### src/rtl/div_clk_monitor.sv
// rtl/div_clk_monitor.sv - synchronizes a divided clock, measures its half period, tracks lock and timeout
module div_clk_monitor #(
  parameter int SYNC_STAGES = 2,
  parameter int CNT_W       = 16,
  parameter int LOCK_COUNT  = 4,
  parameter int TIMEOUT     = 1000
) (
  input  logic             clk,
  input  logic             rst_n,
  input  logic             div_clk_in,
  input  logic             meas_ready,
  output logic             rise_pulse,
  output logic             fall_pulse,
  output logic [CNT_W-1:0] half_period,
  output logic             meas_valid,
  output logic             locked,
  output logic             timeout,
  output logic             overrun
);

  localparam int               MW          = $clog2(LOCK_COUNT + 1);
  localparam logic [MW-1:0]    LOCK_LAST   = MW'(LOCK_COUNT - 1);
  localparam logic [CNT_W-1:0] CNT_MAX     = '1;
  localparam logic [CNT_W-1:0] CNT_ONE     = CNT_W'(1);
  localparam logic [CNT_W-1:0] TIMEOUT_CNT = CNT_W'(TIMEOUT);

  typedef enum logic [1:0] {IDLE, ACQUIRE, LOCKED, LOST} state_t;

  state_t                 state;
  state_t                 state_next;
  logic [SYNC_STAGES-1:0] sync_q;
  logic                   sync_out;
  logic                   prev;
  logic                   edge_seen;
  logic                   report;
  logic                   same_interval;
  logic                   timed_out;
  logic [CNT_W-1:0]       cnt;
  logic [CNT_W-1:0]       last_meas;
  logic [CNT_W-1:0]       last_meas_next;
  logic [MW-1:0]          match_cnt;
  logic [MW-1:0]          match_next;

  assign sync_out      = sync_q[SYNC_STAGES-1];
  assign edge_seen     = sync_out != prev;
  assign report        = edge_seen && (state == ACQUIRE || state == LOCKED);
  assign same_interval = cnt == last_meas;
  assign timed_out     = cnt >= TIMEOUT_CNT;

  always_ff @(posedge clk) begin
    if (!rst_n) begin
      state     <= IDLE;
      match_cnt <= '0;
      last_meas <= '0;
      locked    <= 1'b0;
      timeout   <= 1'b0;
    end else begin
      state     <= state_next;
      match_cnt <= match_next;
      last_meas <= last_meas_next;
      locked    <= state_next == LOCKED;
      timeout   <= state_next == LOST;
    end
  end

  // An edge always takes priority over the timeout check in the same cycle.
  always_comb begin
    state_next     = state;
    match_next     = match_cnt;
    last_meas_next = last_meas;
    case (state)
      IDLE, LOST: begin
        if (edge_seen) begin
          state_next     = ACQUIRE;
          match_next     = '0;
          last_meas_next = '0;
        end
      end
      ACQUIRE: begin
        if (edge_seen) begin
          last_meas_next = cnt;
          if (same_interval) begin
            match_next = match_cnt + 1'b1;
            if (match_next == LOCK_LAST) state_next = LOCKED;
          end else begin
            match_next = '0;
          end
        end else if (timed_out) begin
          state_next = LOST;
        end
      end
      LOCKED: begin
        if (edge_seen) begin
          last_meas_next = cnt;
          if (!same_interval) begin
            state_next = ACQUIRE;
            match_next = '0;
          end
        end else if (timed_out) begin
          state_next = LOST;
        end
      end
      default: state_next = IDLE;
    endcase
  end

  always_ff @(posedge clk) begin
    if (!rst_n) begin
      sync_q      <= '0;
      prev        <= 1'b0;
      rise_pulse  <= 1'b0;
      fall_pulse  <= 1'b0;
      cnt         <= '0;
      half_period <= '0;
      meas_valid  <= 1'b0;
      overrun     <= 1'b0;
    end else begin
      sync_q     <= {sync_q[SYNC_STAGES-2:0], div_clk_in};
      prev       <= sync_out;
      rise_pulse <= sync_out & ~prev;
      fall_pulse <= ~sync_out & prev;
      if (edge_seen)           cnt <= CNT_ONE;
      else if (cnt != CNT_MAX) cnt <= cnt + 1'b1;
      // A stalled consumer keeps the older value; the newer one is lost.
      if (report && (!meas_valid || meas_ready)) begin
        half_period <= cnt;
        meas_valid  <= 1'b1;
      end else if (report) begin
        overrun <= 1'b1;
      end else if (meas_ready) begin
        meas_valid <= 1'b0;
      end
    end
  end

endmodule

### config.mk
export PLATFORM = sky130hd
export DESIGN_NAME = div_clk_monitor
export DESIGN_NICKNAME = d
export VERILOG_FILES = /design/src/rtl/div_clk_monitor.sv
export SDC_FILE = /design/constraint.sdc
export NUM_CORES = 1
export LEC_CHECK = 0
export BUFFER_PORTS_ARGS = -buffer_cell sky130_fd_sc_hd__buf_2
export CORE_MARGIN = 5
export CORE_UTILIZATION = 63
export CTS_CLUSTER_DIAMETER = 200
export CTS_CLUSTER_SIZE = 10
export DETAILED_ROUTE_END_ITERATION = 8
export PLACE_DENSITY = 0.91
export SETUP_SLACK_MARGIN = 0.5
export SYNTH_ARGS = -nofsm -noshare
export SYNTH_HDL_FRONTEND = slang
export SYNTH_SLANG_ARGS = --single-unit
export TNS_END_PERCENT = 5
### constraint.sdc
create_clock -name clk -period 3.3 [get_ports clk]
set_input_delay 0.33 -clock clk [delete_from_list [all_inputs] [get_ports clk]]
set_output_delay 0.33 -clock clk [all_outputs]
set_load 0.02 [all_outputs]
After elaboration in Yosys (flattened, before gate mapping)
Cells that the tools add are included.

Bits in registers: 62. Bits of input ports: 4.

Reductions and logical operators: 15. Eq/ne operators: 15. $lt $le $gt $ge: 1. Bitwise gates (word level): 6. Add/sub/neg operators: 2. Mux-type cells: 22.

Operators with widths (count): 16-bit 2-to-1 mux (2); 16-bit case mux with 2 select lines (1); 16-bit by 1-bit adder with 16-bit output, second input constant (1); 16-bit equality test (1); 16-bit by 10-bit >= comparator with 1-bit output, second input constant (1); 16-bit inequality test, second input constant (1); 3-bit 2-to-1 mux (5); 2-bit 2-to-1 mux (7); 3-bit case mux with 3 select lines (1); 2-bit equality test, second input constant (4); 2-bit inequality test, second input constant (4); 2-bit case mux with 3 select lines (1); 2-bit AND reduction (3); 2-bit OR reduction (3); 1-bit 2-to-1 mux (5); 2-bit by 1-bit inequality test with 1-bit output, second input constant (2); 1-bit inverter (4); 4-bit AND reduction (1); 2-bit nonzero test (2); 3-bit by 1-bit adder with 3-bit output, second input constant (1); 3-bit by 2-bit equality test with 1-bit output, second input constant (1); 1-bit AND (2); 2-bit by 1-bit equality test with 1-bit output, second input constant (1); 1-bit logical AND (2); 4 further kinds (5).

Logic depth before layout (Yosys ltp)
Depth in word-level cells: 7. Mapped depth: 9. Gate-level depth less buffers: 7.

Worst setup path after synthesis
Ideal clock, no wire load.

Path type: register to register. From: register sync_q[1]. To: register cnt[10]. Period minus slack after synthesis: 1815 ps. Path buffers: 3. Arrival time: 1740 ps. Stages on the path, launching flop included: 9. Setup time: 74 ps. Data required time: 3226 ps. Path slack: 1485 ps. Cells stage by stage: dfxtp_1 > inv_1 > ha_1 > buf_2 > and2_1 > clkbuf_1 > clkbuf_1 > o21ai_0 > a31oi_1.

Cells in the longest elaborated chain, start to end: 2.

RTL lines: start, declared (line 31) `logic [SYNC_STAGES-1:0] sync_q;`; start signal, assigned (line 118) `sync_q <= {sync_q[SYNC_STAGES-2:0], div_clk_in};`; 1-bit inequality test (line 45) `assign edge_seen = sync_out != prev;`; 2-bit OR reduction (no line); end signal, assigned (line 123) `else if (cnt != CNT_MAX) cnt <= cnt + 1'b1;`; end, declared (line 38) `logic [CNT_W-1:0] cnt;`.

No other way between the ends. A chain may end at the register's enable or synchronous reset.

Final worst setup path
From: register cnt[0]. To: register cnt[0].

Cells in the longest elaborated chain, start to end: 3. Elaborated cells on any way between the ends: 5.

RTL lines: 16-bit by 1-bit adder with 16-bit output (line 123); 1-bit 2-to-1 mux (line 123); 1-bit 2-to-1 mux (line 122) `if (edge_seen) cnt <= CNT_ONE;`.

Several ways; a longest one is shown, not always the timed one. The select of a mux whose other input is x is not followed.

==> run metrics <==
I/O pin count=26; Synth async-reset ratio=0; Pins Over Slew Limit=0; max_cap viols=0; cell count of the worst hold path=2; CP endpoint kind=flop; Req. time, crit path=between 3000 and 4000 ps; Area growth, synth to finish=7.98%; Post CTS Setup Buffer Count=0; Worst-Skew Late Latency=around 340 ps; initial antenna violation count=0; max incr delay on CP=about 800 ps; Finished Cell Area=about 3100 sq um; R2R cell count=6; final worst-path cycle share=0.710; htree depth=3; Design Power=~1500 uW; Worst R2R Setup Slack=approximately 960 ps; grt ovf=0; Clock Sinks=62; Detail Route Antenna Nets=0; Clock Skew=slightly below 8 ps; Leakage Power=about 0.0013 uW; actual slew at the worst max-slew pin=910 ps; post_cts resized=0; pin count of the biggest net entering global routing=36; drt wl/cell=between 10 and 15 um; clk slew on worst S/H paths=approximately 60 ps; DRC errors left=0; Seq/Total Area, Yosys=0.426; setup violators final=0; DR pass1 iterations=4; Seq cells post-synth=62; Final Hold Vio Count=0; core box area=about 4400 sq um; RD Place Congestion=0.854; type of origin of the critical path=flop; CTS root buf=clkbuf_8; DR vias/cell=~5.8; Initial Util=0.660; synthesized area per cell=just over 9 sq um; CTS tree=built; DP Worst Slack=970 ps; Die Wd=about 80 um; first-pass GRT wire length=approximately 10000 um; number of flops mapped to enable cells by yosys=0; CP delay by family, top=simple AND/OR/NAND/NOR gates; crit path buf inv count=0; slowest stage cell, crit path=nor3_2; vias in the first global route=~2100; RSZ-0062 raised after global routing=no; status=completed; Die H=78.0 um; placed cells=371; num rows=24; Net Count, Synth=334; Worst slew margin=0.390; CP startpoint=cnt[0]$_SDFFE_PN0P_; Hold WC Path Type=input pin to flop; CP arrival=~2600 ps; final worst slack=956 ps; Reg-to-Reg Start=cnt[0]$_SDFFE_PN0P_; Post-DP Area=about 3000 sq um; CP cell instances=ha_1 > nand3_1 > nor3_2 > nand2_1 > xnor2_1 > a21boi_0; setup TNS=0 ps; VDD IR max=between 0.2 and 0.3 mV; Finished Layout Cells=around 380; I/O Buffers=25; Fillers=~350; Reg-to-Reg End=cnt[0]$_SDFFE_PN0P_; hold_buf cts=0; Cell Area, Synth=around 2900 sq um; Pwr Density=about 480 nW/um^2; clock tree buffer depth=2; TritonCTS Buffers=9; Ys Warns=0; vias post-DR=approximately 2200; number of library cell types mapped by synthesis=48; post-layout net count=approximately 340; Die ar.=about 6000 sq um; DP HPWL=a little under 4000 um; Crit Path Max Fanout=16; Period minus WS final=between 2000 and 2500 ps; layout cells sized above 1=0.163; number of diodes=0; kind of critical path=flop to flop; synthesized instance count=322; DRT Wirelength=roughly 5700 um; initial detailed-routing violation count=195; Hold Crit Endpoint=sync_q[0]$_SDFF_PN0_; Hold Crit Start=div_clk_in; Total GRT Usage=0.198; Most used DFF post-synth=dfxtp_1; Fmax achieved=around 0.43 GHz
-- worst max path at each step --
stage	slack, ps	depth (start not counted)	to
after floorplan	1490	8	cnt[10]$_SDFFE_PP0P_
after global placement	1150	6	cnt[0]$_SDFFE_PN0P_
after detailed placement	970	7	timeout$_SDFF_PN0_
after CTS	980	7	timeout$_SDFF_PN0_
after global routing	710	7	timeout$_SDFF_PN0_
final	960	6	cnt[0]$_SDFFE_PN0P_
-- per-layer routing --
metal  vias up  track usage  part of all wire
li1       1110            -                 -
met1      1072        0.246              0.45
met2        42        0.320              0.49
met3        10       0.0606             0.049
met4         0       0.0811             0.012
met5         -            0                 0
-- registers in the layout, summed over array words and instances, names as in the netlist --
signal / count
prev: 1
half_period: 16
meas_valid: 1
match_cnt: 3
sync_q: 2
locked: 1
overrun: 1
cnt: 16
state: 2
fall_pulse: 1
timeout: 1
rise_pulse: 1
last_meas: 16
-- cells by family after synthesis --
logic type               count (synthesis)  share of synthesized area
AO/OA/AOI/OAI                           74                      0.189
AND/OR/NAND/NOR                        108                      0.195
buffers and inverters                   42                     0.0717
XOR/XNOR                                28                     0.0841
adder cells (fa/ha/maj)                  8                     0.0343
flip-flops                              62                      0.426
-- placed cells by master (no fill, tap or decap), drive strengths merged, types with 9 or more instances in the layout --
master,n
dfxtp,62
nand2,45
buf,26
a21boi,18
nor2,17
xor2,16
a22o,16
inv,13
xnor2,12
clkbuf,12
a21oi,10
o21ai,9
-- stage by stage --
| stage | hold WS, ps | util |
|---|---|---|
| after floorplan | 412 | - |
| after global placement | 418 | 0.669 |
| after detailed placement | 421 | 0.669 |
| after CTS | 188 | 0.713 |
| after global routing | 213 | 0.713 |
| final | 203 | 0.713 |
-- worst register-to-register path: cells and delay by family (launching register included) --
family / cells / cell delay, ps
adder cells (fa/ha/maj): 1 / 210
XOR/XNOR: 1 / 190
AND/OR/NAND/NOR: 3 / 1210
AO/OA/AOI/OAI: 1 / 180
flip-flops: 1 / 470
-- area by class of cell --
type | count | area, sq um | area share
Clock buffer | 12 | 165 | 0.0525
Clock inverter | 1 | 30.0 | 0.00954
Inverter | 13 | 48.8 | 0.0155
Multi-Input combinational cell | 218 | 1470 | 0.465
Sequential cell | 62 | 1240 | 0.394
Tap cell | 52 | 65.1 | 0.0207
Timing Repair Buffer | 26 | 133 | 0.0421
-- power by group --
part | switching [uW] | internal (uW)
clock | 265 | 398
sequential | 9.04 | 755
combinational | 50.8 | 26.8
-- synthesized netlist by cell type (6+ instances only) --
master | number | area share
nor3_1 | 6 | 0.010
nand2_1 | 45 | 0.058
ha_1 | 8 | 0.034
inv_1 | 13 | 0.017
nor2_1 | 17 | 0.022
dfxtp_1 | 62 | 0.43
a22o_1 | 15 | 0.045
xor2_1 | 16 | 0.048
o21ai_0 | 9 | 0.015
a21boi_0 | 13 | 0.033
buf_2 | 11 | 0.019
a21oi_1 | 10 | 0.017
clkbuf_1 | 12 | 0.015
xnor2_1 | 12 | 0.036
nand3_1 | 8 | 0.014
and2_1 | 8 | 0.017
Note: power is estimated with default switching activity, not from simulation.
